<file path="config.mk">
export PLATFORM = sky130hd
export DESIGN_NAME = medidor_ultrassonico_flat
export DESIGN_NICKNAME = d
export VERILOG_FILES = /design/src/rtl/medidor_ultrassonico_pkg.sv /design/src/rtl/medidor_ultrassonico_if.sv /design/src/rtl/medidor_ultrassonico_gerador_tick_us.sv /design/src/rtl/medidor_ultrassonico.sv /design/src/flat_wrapper.sv
export SDC_FILE = /design/constraint.sdc
export NUM_CORES = 1
export LEC_CHECK = 0
export CAP_MARGIN = 20
export CORE_MARGIN = 2
export CORE_UTILIZATION = 30
export CTS_CLUSTER_SIZE = 20
export DETAILED_ROUTE_END_ITERATION = 12
export GPL_TIMING_DRIVEN = 1
export HOLD_SLACK_MARGIN = 0.15
export PLACE_DENSITY = 0.5
export SLEW_MARGIN = 20
export SYNTH_ARGS = -nofsm -noshare
export SYNTH_HDL_FRONTEND = slang
export SYNTH_SLANG_ARGS = --single-unit
</file>
<file path="constraint.sdc">
create_clock -name clk -period 5.3 [get_ports clk]
set_input_delay 1.06 -clock clk [delete_from_list [all_inputs] [get_ports clk]]
set_output_delay 1.06 -clock clk [all_outputs]
set_load 0.01 [all_outputs]
</file>
<file path="src/rtl/medidor_ultrassonico_pkg.sv">
// Shared types and default timing for the ultrasonic range finder.
package medidor_pkg;

   typedef enum logic [2:0] {
      OCIOSO,
      DISPARO,
      ESPERA_ECO,
      MEDE,
      PAUSA
   } estado_t;

   localparam logic [7:0] DIST_MAX = 8'd255;

   localparam int unsigned CICLOS_US_PADRAO  = 50;
   localparam int unsigned TRIG_US_PADRAO    = 10;
   localparam int unsigned CM_US_PADRAO      = 58;
   localparam int unsigned TIMEOUT_US_PADRAO = 30000;
   localparam int unsigned PERIODO_US_PADRAO = 60000;

   function automatic int unsigned maior(input int unsigned a, input int unsigned b);
      return (a > b) ? a : b;
   endfunction

endpackage

</file>
<file path="src/rtl/medidor_ultrassonico_if.sv">
// Control/result bundle between the range finder and its sensor/consumers.
interface medidor_ultrassonico_if;
   import medidor_pkg::*;

   logic                         habilita;
   logic                         eco;
   logic                         trig;
   logic [$bits(DIST_MAX)-1:0]   distancia_cm;
   logic                         valido;
   logic                         erro;
   logic                         ocupado;

   modport master (
      output habilita, eco,
      input  trig, distancia_cm, valido, erro, ocupado
   );

   modport slave (
      input  habilita, eco,
      output trig, distancia_cm, valido, erro, ocupado
   );

endinterface

</file>
<file path="src/rtl/medidor_ultrassonico_gerador_tick_us.sv">
// One-cycle microsecond tick; held cleared while limpa is high.
module gerador_tick_us
   import medidor_pkg::*;
#(
   parameter int unsigned CICLOS_US = CICLOS_US_PADRAO
) (
   input  logic clk,
   input  logic rst_n,
   input  logic limpa,
   output logic tick
);

   localparam int unsigned W = (CICLOS_US > 1) ? $clog2(CICLOS_US) : 1;

   logic [W-1:0] cnt_q, cnt_d;
   logic         fim;

   assign fim  = (cnt_q == W'(CICLOS_US - 1));
   assign tick = fim & ~limpa;

   // Next divider count: wrap at CICLOS_US-1, hold at zero while cleared
   always_comb begin
      cnt_d = cnt_q + 1'b1;
      if (limpa || fim) begin
         cnt_d = '0;
      end
   end

   // Divider register
   always_ff @(posedge clk or negedge rst_n) begin
      if (!rst_n) begin
         cnt_q <= '0;
      end else begin
         cnt_q <= cnt_d;
      end
   end

endmodule

</file>
<file path="src/rtl/medidor_ultrassonico.sv">
// HC-SR04 front end: periodic trigger, echo timing, centimetre conversion.
// Assumes CM_US >= 2 and TIMEOUT_US >= 2.
module medidor_ultrassonico
   import medidor_pkg::*;
#(
   parameter int unsigned CICLOS_US  = CICLOS_US_PADRAO,
   parameter int unsigned TRIG_US    = TRIG_US_PADRAO,
   parameter int unsigned CM_US      = CM_US_PADRAO,
   parameter int unsigned TIMEOUT_US = TIMEOUT_US_PADRAO,
   parameter int unsigned PERIODO_US = PERIODO_US_PADRAO
) (
   input  logic                    clk,
   input  logic                    rst_n,
   medidor_ultrassonico_if.slave   bus
);

   localparam int unsigned W_US  = $clog2(maior(PERIODO_US, TIMEOUT_US) + 1);
   localparam int unsigned W_SUB = (CM_US > 1) ? $clog2(CM_US) : 1;

   estado_t            estado_q, estado_d;
   logic               eco_meta_q, eco_s_q, eco_ant_q;
   logic [W_US-1:0]    per_q, per_d;
   logic [W_US-1:0]    us_q, us_d;
   logic [W_SUB-1:0]   sub_q, sub_d;
   logic [7:0]         cm_q, cm_d;
   logic [7:0]         dist_q, dist_d;
   logic               erro_q, erro_d;
   logic               valido_q, valido_d;
   logic               tick;
   logic               trig_c, ocupado_c;

   gerador_tick_us #(.CICLOS_US(CICLOS_US)) u_tick (
      .clk   (clk),
      .rst_n (rst_n),
      .limpa (estado_q == OCIOSO),
      .tick  (tick)
   );

   // Two-flop echo synchronizer plus one delayed copy for edge detection
   always_ff @(posedge clk or negedge rst_n) begin
      if (!rst_n) begin
         eco_meta_q <= 1'b0;
         eco_s_q    <= 1'b0;
         eco_ant_q  <= 1'b0;
      end else begin
         eco_meta_q <= bus.eco;
         eco_s_q    <= eco_meta_q;
         eco_ant_q  <= eco_s_q;
      end
   end

   // State and datapath registers
   always_ff @(posedge clk or negedge rst_n) begin
      if (!rst_n) begin
         estado_q <= OCIOSO;
         per_q    <= '0;
         us_q     <= '0;
         sub_q    <= '0;
         cm_q     <= '0;
         dist_q   <= '0;
         erro_q   <= 1'b0;
         valido_q <= 1'b0;
      end else begin
         estado_q <= estado_d;
         per_q    <= per_d;
         us_q     <= us_d;
         sub_q    <= sub_d;
         cm_q     <= cm_d;
         dist_q   <= dist_d;
         erro_q   <= erro_d;
         valido_q <= valido_d;
      end
   end

   // Next state and datapath: period/timeout counting, cm conversion, publish
   always_comb begin
      estado_d = estado_q;
      per_d    = tick ? per_q + 1'b1 : per_q;
      us_d     = us_q;
      sub_d    = sub_q;
      cm_d     = cm_q;
      dist_d   = dist_q;
      erro_d   = erro_q;
      valido_d = 1'b0;
      unique case (estado_q)
         OCIOSO: begin
            if (bus.habilita) begin
               estado_d = DISPARO;
               per_d    = '0;
               us_d     = '0;
            end
         end
         DISPARO: begin
            if (tick) begin
               if (us_q == W_US'(TRIG_US - 1)) begin
                  estado_d = ESPERA_ECO;
                  us_d     = '0;
               end else begin
                  us_d = us_q + 1'b1;
               end
            end
         end
         ESPERA_ECO: begin
            if (eco_s_q && !eco_ant_q) begin
               // the edge cycle already carries echo, so its tick is counted here
               estado_d = MEDE;
               cm_d     = '0;
               sub_d    = tick ? W_SUB'(1) : '0;
               us_d     = tick ? W_US'(1) : '0;
            end else if (tick) begin
               if (us_q == W_US'(TIMEOUT_US - 1)) begin
                  estado_d = PAUSA;
                  dist_d   = DIST_MAX;
                  erro_d   = 1'b1;
                  valido_d = 1'b1;
               end else begin
                  us_d = us_q + 1'b1;
               end
            end
         end
         MEDE: begin
            if (!eco_s_q) begin
               estado_d = PAUSA;
               dist_d   = cm_q;
               erro_d   = 1'b0;
               valido_d = 1'b1;
            end else if (tick) begin
               if (us_q == W_US'(TIMEOUT_US - 1)) begin
                  estado_d = PAUSA;
                  dist_d   = DIST_MAX;
                  erro_d   = 1'b1;
                  valido_d = 1'b1;
               end else begin
                  us_d = us_q + 1'b1;
                  if (sub_q == W_SUB'(CM_US - 1)) begin
                     sub_d = '0;
                     if (cm_q != DIST_MAX) begin
                        cm_d = cm_q + 1'b1;
                     end
                  end else begin
                     sub_d = sub_q + 1'b1;
                  end
               end
            end
         end
         PAUSA: begin
            if (tick && (per_q >= W_US'(PERIODO_US - 1))) begin
               if (bus.habilita) begin
                  estado_d = DISPARO;
                  per_d    = '0;
                  us_d     = '0;
               end else begin
                  estado_d = OCIOSO;
               end
            end
         end
         default: estado_d = OCIOSO;
      endcase
   end

   // Moore outputs decoded from the state
   always_comb begin
      trig_c    = (estado_q == DISPARO);
      ocupado_c = (estado_q != OCIOSO);
   end

   assign bus.trig         = trig_c;
   assign bus.ocupado      = ocupado_c;
   assign bus.distancia_cm = dist_q;
   assign bus.erro         = erro_q;
   assign bus.valido       = valido_q;

endmodule

</file>
<file path="src/flat_wrapper.sv">
// flat-port wrapper written by rule: the top's interface ports become plain ports
module medidor_ultrassonico_flat import medidor_pkg::*;
#(
   parameter int unsigned CICLOS_US  = CICLOS_US_PADRAO,
   parameter int unsigned TRIG_US    = TRIG_US_PADRAO,
   parameter int unsigned CM_US      = CM_US_PADRAO,
   parameter int unsigned TIMEOUT_US = TIMEOUT_US_PADRAO,
   parameter int unsigned PERIODO_US = PERIODO_US_PADRAO
)
  (clk, rst_n, bus_habilita, bus_eco, bus_trig, bus_distancia_cm, bus_valido, bus_erro, bus_ocupado);
  medidor_ultrassonico_if bus_i ();
  input  logic clk;
  input  logic rst_n;
  input wire logic [$bits(bus_i.habilita)-1:0] bus_habilita;
  input wire logic [$bits(bus_i.eco)-1:0] bus_eco;
  output wire logic [$bits(bus_i.trig)-1:0] bus_trig;
  output wire logic [$bits(bus_i.distancia_cm)-1:0] bus_distancia_cm;
  output wire logic [$bits(bus_i.valido)-1:0] bus_valido;
  output wire logic [$bits(bus_i.erro)-1:0] bus_erro;
  output wire logic [$bits(bus_i.ocupado)-1:0] bus_ocupado;
  assign bus_i.habilita = bus_habilita;
  assign bus_i.eco = bus_eco;
  assign bus_trig = bus_i.trig;
  assign bus_distancia_cm = bus_i.distancia_cm;
  assign bus_valido = bus_i.valido;
  assign bus_erro = bus_i.erro;
  assign bus_ocupado = bus_i.ocupado;
  medidor_ultrassonico #(.CICLOS_US(CICLOS_US), .TRIG_US(TRIG_US), .CM_US(CM_US), .TIMEOUT_US(TIMEOUT_US), .PERIODO_US(PERIODO_US)) u_core (.clk(clk), .rst_n(rst_n), .bus(bus_i));
endmodule
</file>
==> run metrics <==
outcome complete, no violations; Critical R2R Capture u_core.cm_q[7]; Fin. Hold Viols 0; core area 0.01252 mm^2; r2r setup slk 2130 ps; Final setup viols 0; Initial Utilization 30.52%; Hold Path Depth 0; Max Clock Skew 5.950 ps; Die W 116.8 um; Die Y 116.8 um; data required time of the worst path 4240 ps; GPL Wtd Cong 0.7788; post-cts hold buffer count 0; CP cell instances nor3_1, inv_1, clkdlybuf4s50_1; # DRC 0; routed len/inst 15.22 um; Site Rows 41; Max IR drop VDD 0.1500 mV; antenna violations before repair 0; Vias/cell 5.317; Synth Flop Type dfrtp_1; Longest Clk Path Bufs 2; min-delay src u_core.eco_meta_q; 1st-pass router iterations 4; CTS resizes 0; Nets 419; maximum clock frequency 0.3035 GHz; Worst-Margin Slew 999.8 ps; die area 0.01365 mm^2; first-pass GRT wire length 15480 um; Critical Path End Type primary output; Syn Inst Count 398; filler-free cell count of the finished design 583; Hold Crit Class register to register; H-Tree Depth 3; clk sink count 68; Syn Area/Cell 9.598 um^2; area fraction of the dominant cell type after synthesis 44.55%; ys async rst share 100.0%; Clk pin slew, worst setup/hold paths 50 ps; synth warn 0; WL final 8874 um; slowest stage delay, CP 620 ps; CTS tree built; sequential-to-total area share from yosys stat 44.55%; Final ANT Viol Nets 0; Distinct cells, synth 65; WS Path Type register to primary output; Cell Area, Synth 0.003820 mm^2; slowest cell on the critical path nor3_1; clk root buf clkbuf_16; WHS Endpoint u_core.eco_s_q; Worst Setup Start Kind register; port buffer count 15; total number of vias 3100; Slew Limit Headroom 33.21%; final max-slew violation count 0; PD cells 319.6 mW/mm^2; total negative slack 0 ps; RR Startpoint u_core.u_tick.cnt_q[1]; later-pin clock latency in the skew report 340 ps; Post-synth EDFFs 0; Synth area leader dfrtp_1; #FFs+latches synth 68; Detail Placement HPWL 6043 um; total gr overflow 0; diodes inserted 0; period utilisation layout 62.16%; CP max FO 13; Synth Net Count 410; total I/O pin count 16; First DRT Iteration DRCs 106; Setup Fix Bufs, Post-CTS 0; largest net degree at the start of global routing 43; final worst path period need 3294 ps; Leak Pwr 1.815 nW; clock buffer count from CTS 9; cell count of the worst reg-to-reg path 7; placed instance count 568; RSZ-0062 raised after global routing no; GRT Resource Usage Total 14.48%; Area Growth Syn to Fin 14.15%; vias in the first global route 3088; top cells by area, synth dfrtp_1 45%, nor2_1 3.8%, xor2_1 3.4%; crit path DAT 2230 ps; share of layout cells above drive strength 1 7.299%; # Max-Cap Violations 0
==> sequential cells by signal, indices dropped and copies added, names as in the netlist, 3 cells and up <==
signal                   flops
u_core.u_tick.cnt_q          6
u_core.per_q                16
u_core.estado_q              3
u_core.sub_q                 6
u_core.us_q                 16
u_core.bus.distancia_cm      8
u_core.cm_q                  8
==> worst max-delay path: cells and delay by family, from the launching register on <==
family        cells  cell delay [ps]
buf+inv           2              770
simple gates      1              620
flops             1              520
==> how the worst max path moves through the flow <==
| stage | start | end | slack [ps] | cells after the start |
|---|---|---|---|---|
| 5_1_grt | u_core.estado_q[0] | bus_ocupado | 1830 | 3 |
| 6_report | u_core.estado_q[0] | bus_ocupado | 2010 | 3 |
| 4_1_cts | u_core.estado_q[0] | bus_ocupado | 1970 | 3 |
| 3_3_place_gp | u_core.u_tick.cnt_q[1] | u_core.cm_q[4] | 2200 | 7 |
| 3_5_place_dp | u_core.u_tick.cnt_q[1] | u_core.cm_q[4] | 2100 | 7 |
| 2_1_floorplan | u_core.estado_q[1] | bus_ocupado | 3040 | 3 |
==> layout by cell type, fill, tap and decap left out, types with 3 or more instances in the layout <==
cell type	n
a21oi_1	13
a31oi_1	17
a41oi_1	3
and2_1	5
and3_1	8
and4_1	8
clkbuf_16	9
clkdlybuf4s50_1	14
clkinv_2	5
dfrtp_1	68
ha_1	8
inv_1	19
nand2_1	22
nand2b_1	5
nand3_1	23
nand4_1	13
nand4b_1	3
nor2_1	39
nor2b_1	4
nor3_1	5
nor4b_1	3
o21ai_0	18
o221ai_1	4
o22a_1	9
o31ai_1	11
or3_1	3
or4_1	7
xnor2_1	4
xor2_1	15
==> power breakdown <==
part / leakage, nW / internal [mW] / switching (mW)
clock: 0.131 / 0.309 / 0.221
combinational: 0.751 / 0.0924 / 0.137
sequential: 0.933 / 0.560 / 0.0746
==> synthesized netlist by cell type (4+ instances only) <==
library cell,number
xnor2_1,4
a31oi_1,17
buf_2,8
and3_1,8
o21ai_0,18
clkbuf_1,5
and2_1,5
inv_1,19
ha_1,8
and4_1,8
dfrtp_1,68
xor2_1,15
o221ai_1,4
o22a_1,9
o31ai_1,11
nand2_1,22
nand2b_1,5
nand3_1,23
nor2_1,39
a21oi_1,13
nand4_1,13
nor3_1,5
or4_1,7
nor2b_1,4
==> cell families (layout without fill, tap and decap cells) <==
kind of cell | count (synthesis) | count (layout) | share of synthesized area (%)
fa+ha+maj | 8 | 8 | 2.620
flops | 68 | 68 | 44.55
compound gates | 101 | 101 | 19.49
simple gates | 163 | 163 | 24.24
mux | 1 | 1 | 0.2620
buf+inv | 38 | 51 | 4.488
xor+xnor | 19 | 19 | 4.356
==> layout make-up <==
type                       count  area, um^2
timing repair buffer          17       160.2
sequential                    68        1702
clock inverter                 6       32.53
fill                        1331        8157
clock buffer                   9       225.2
tap                          172       215.2
inverter                      19       71.32
multi-input combinational    292        1954
==> per-layer routing <==
layer	wire [um]	global-route usage (%)	vias to the layer above
met3	343	3.090	13
met5	0	0	-
li1	-	-	1510
met1	4436	20.15	1528
met4	154	5.882	0
met2	3939	22.00	49
==> per-stage QoR <==
step	power [mW]	utilization [%]	worst slack, ps	hold WS (ps)	area (um^2)
after detailed placement	0.8741	32.78	2096	344.8	4103
after global routing	1.472	34.84	1832	378.8	4360
final	1.394	34.84	2006	351.2	4360
after global placement	0.8691	32.78	2204	333.0	4103
after CTS	1.414	34.84	1965	357.5	4360
after floorplan	0.7945	-	3044	331.2	3820
Note: power is estimated with default switching activity, not from simulation.
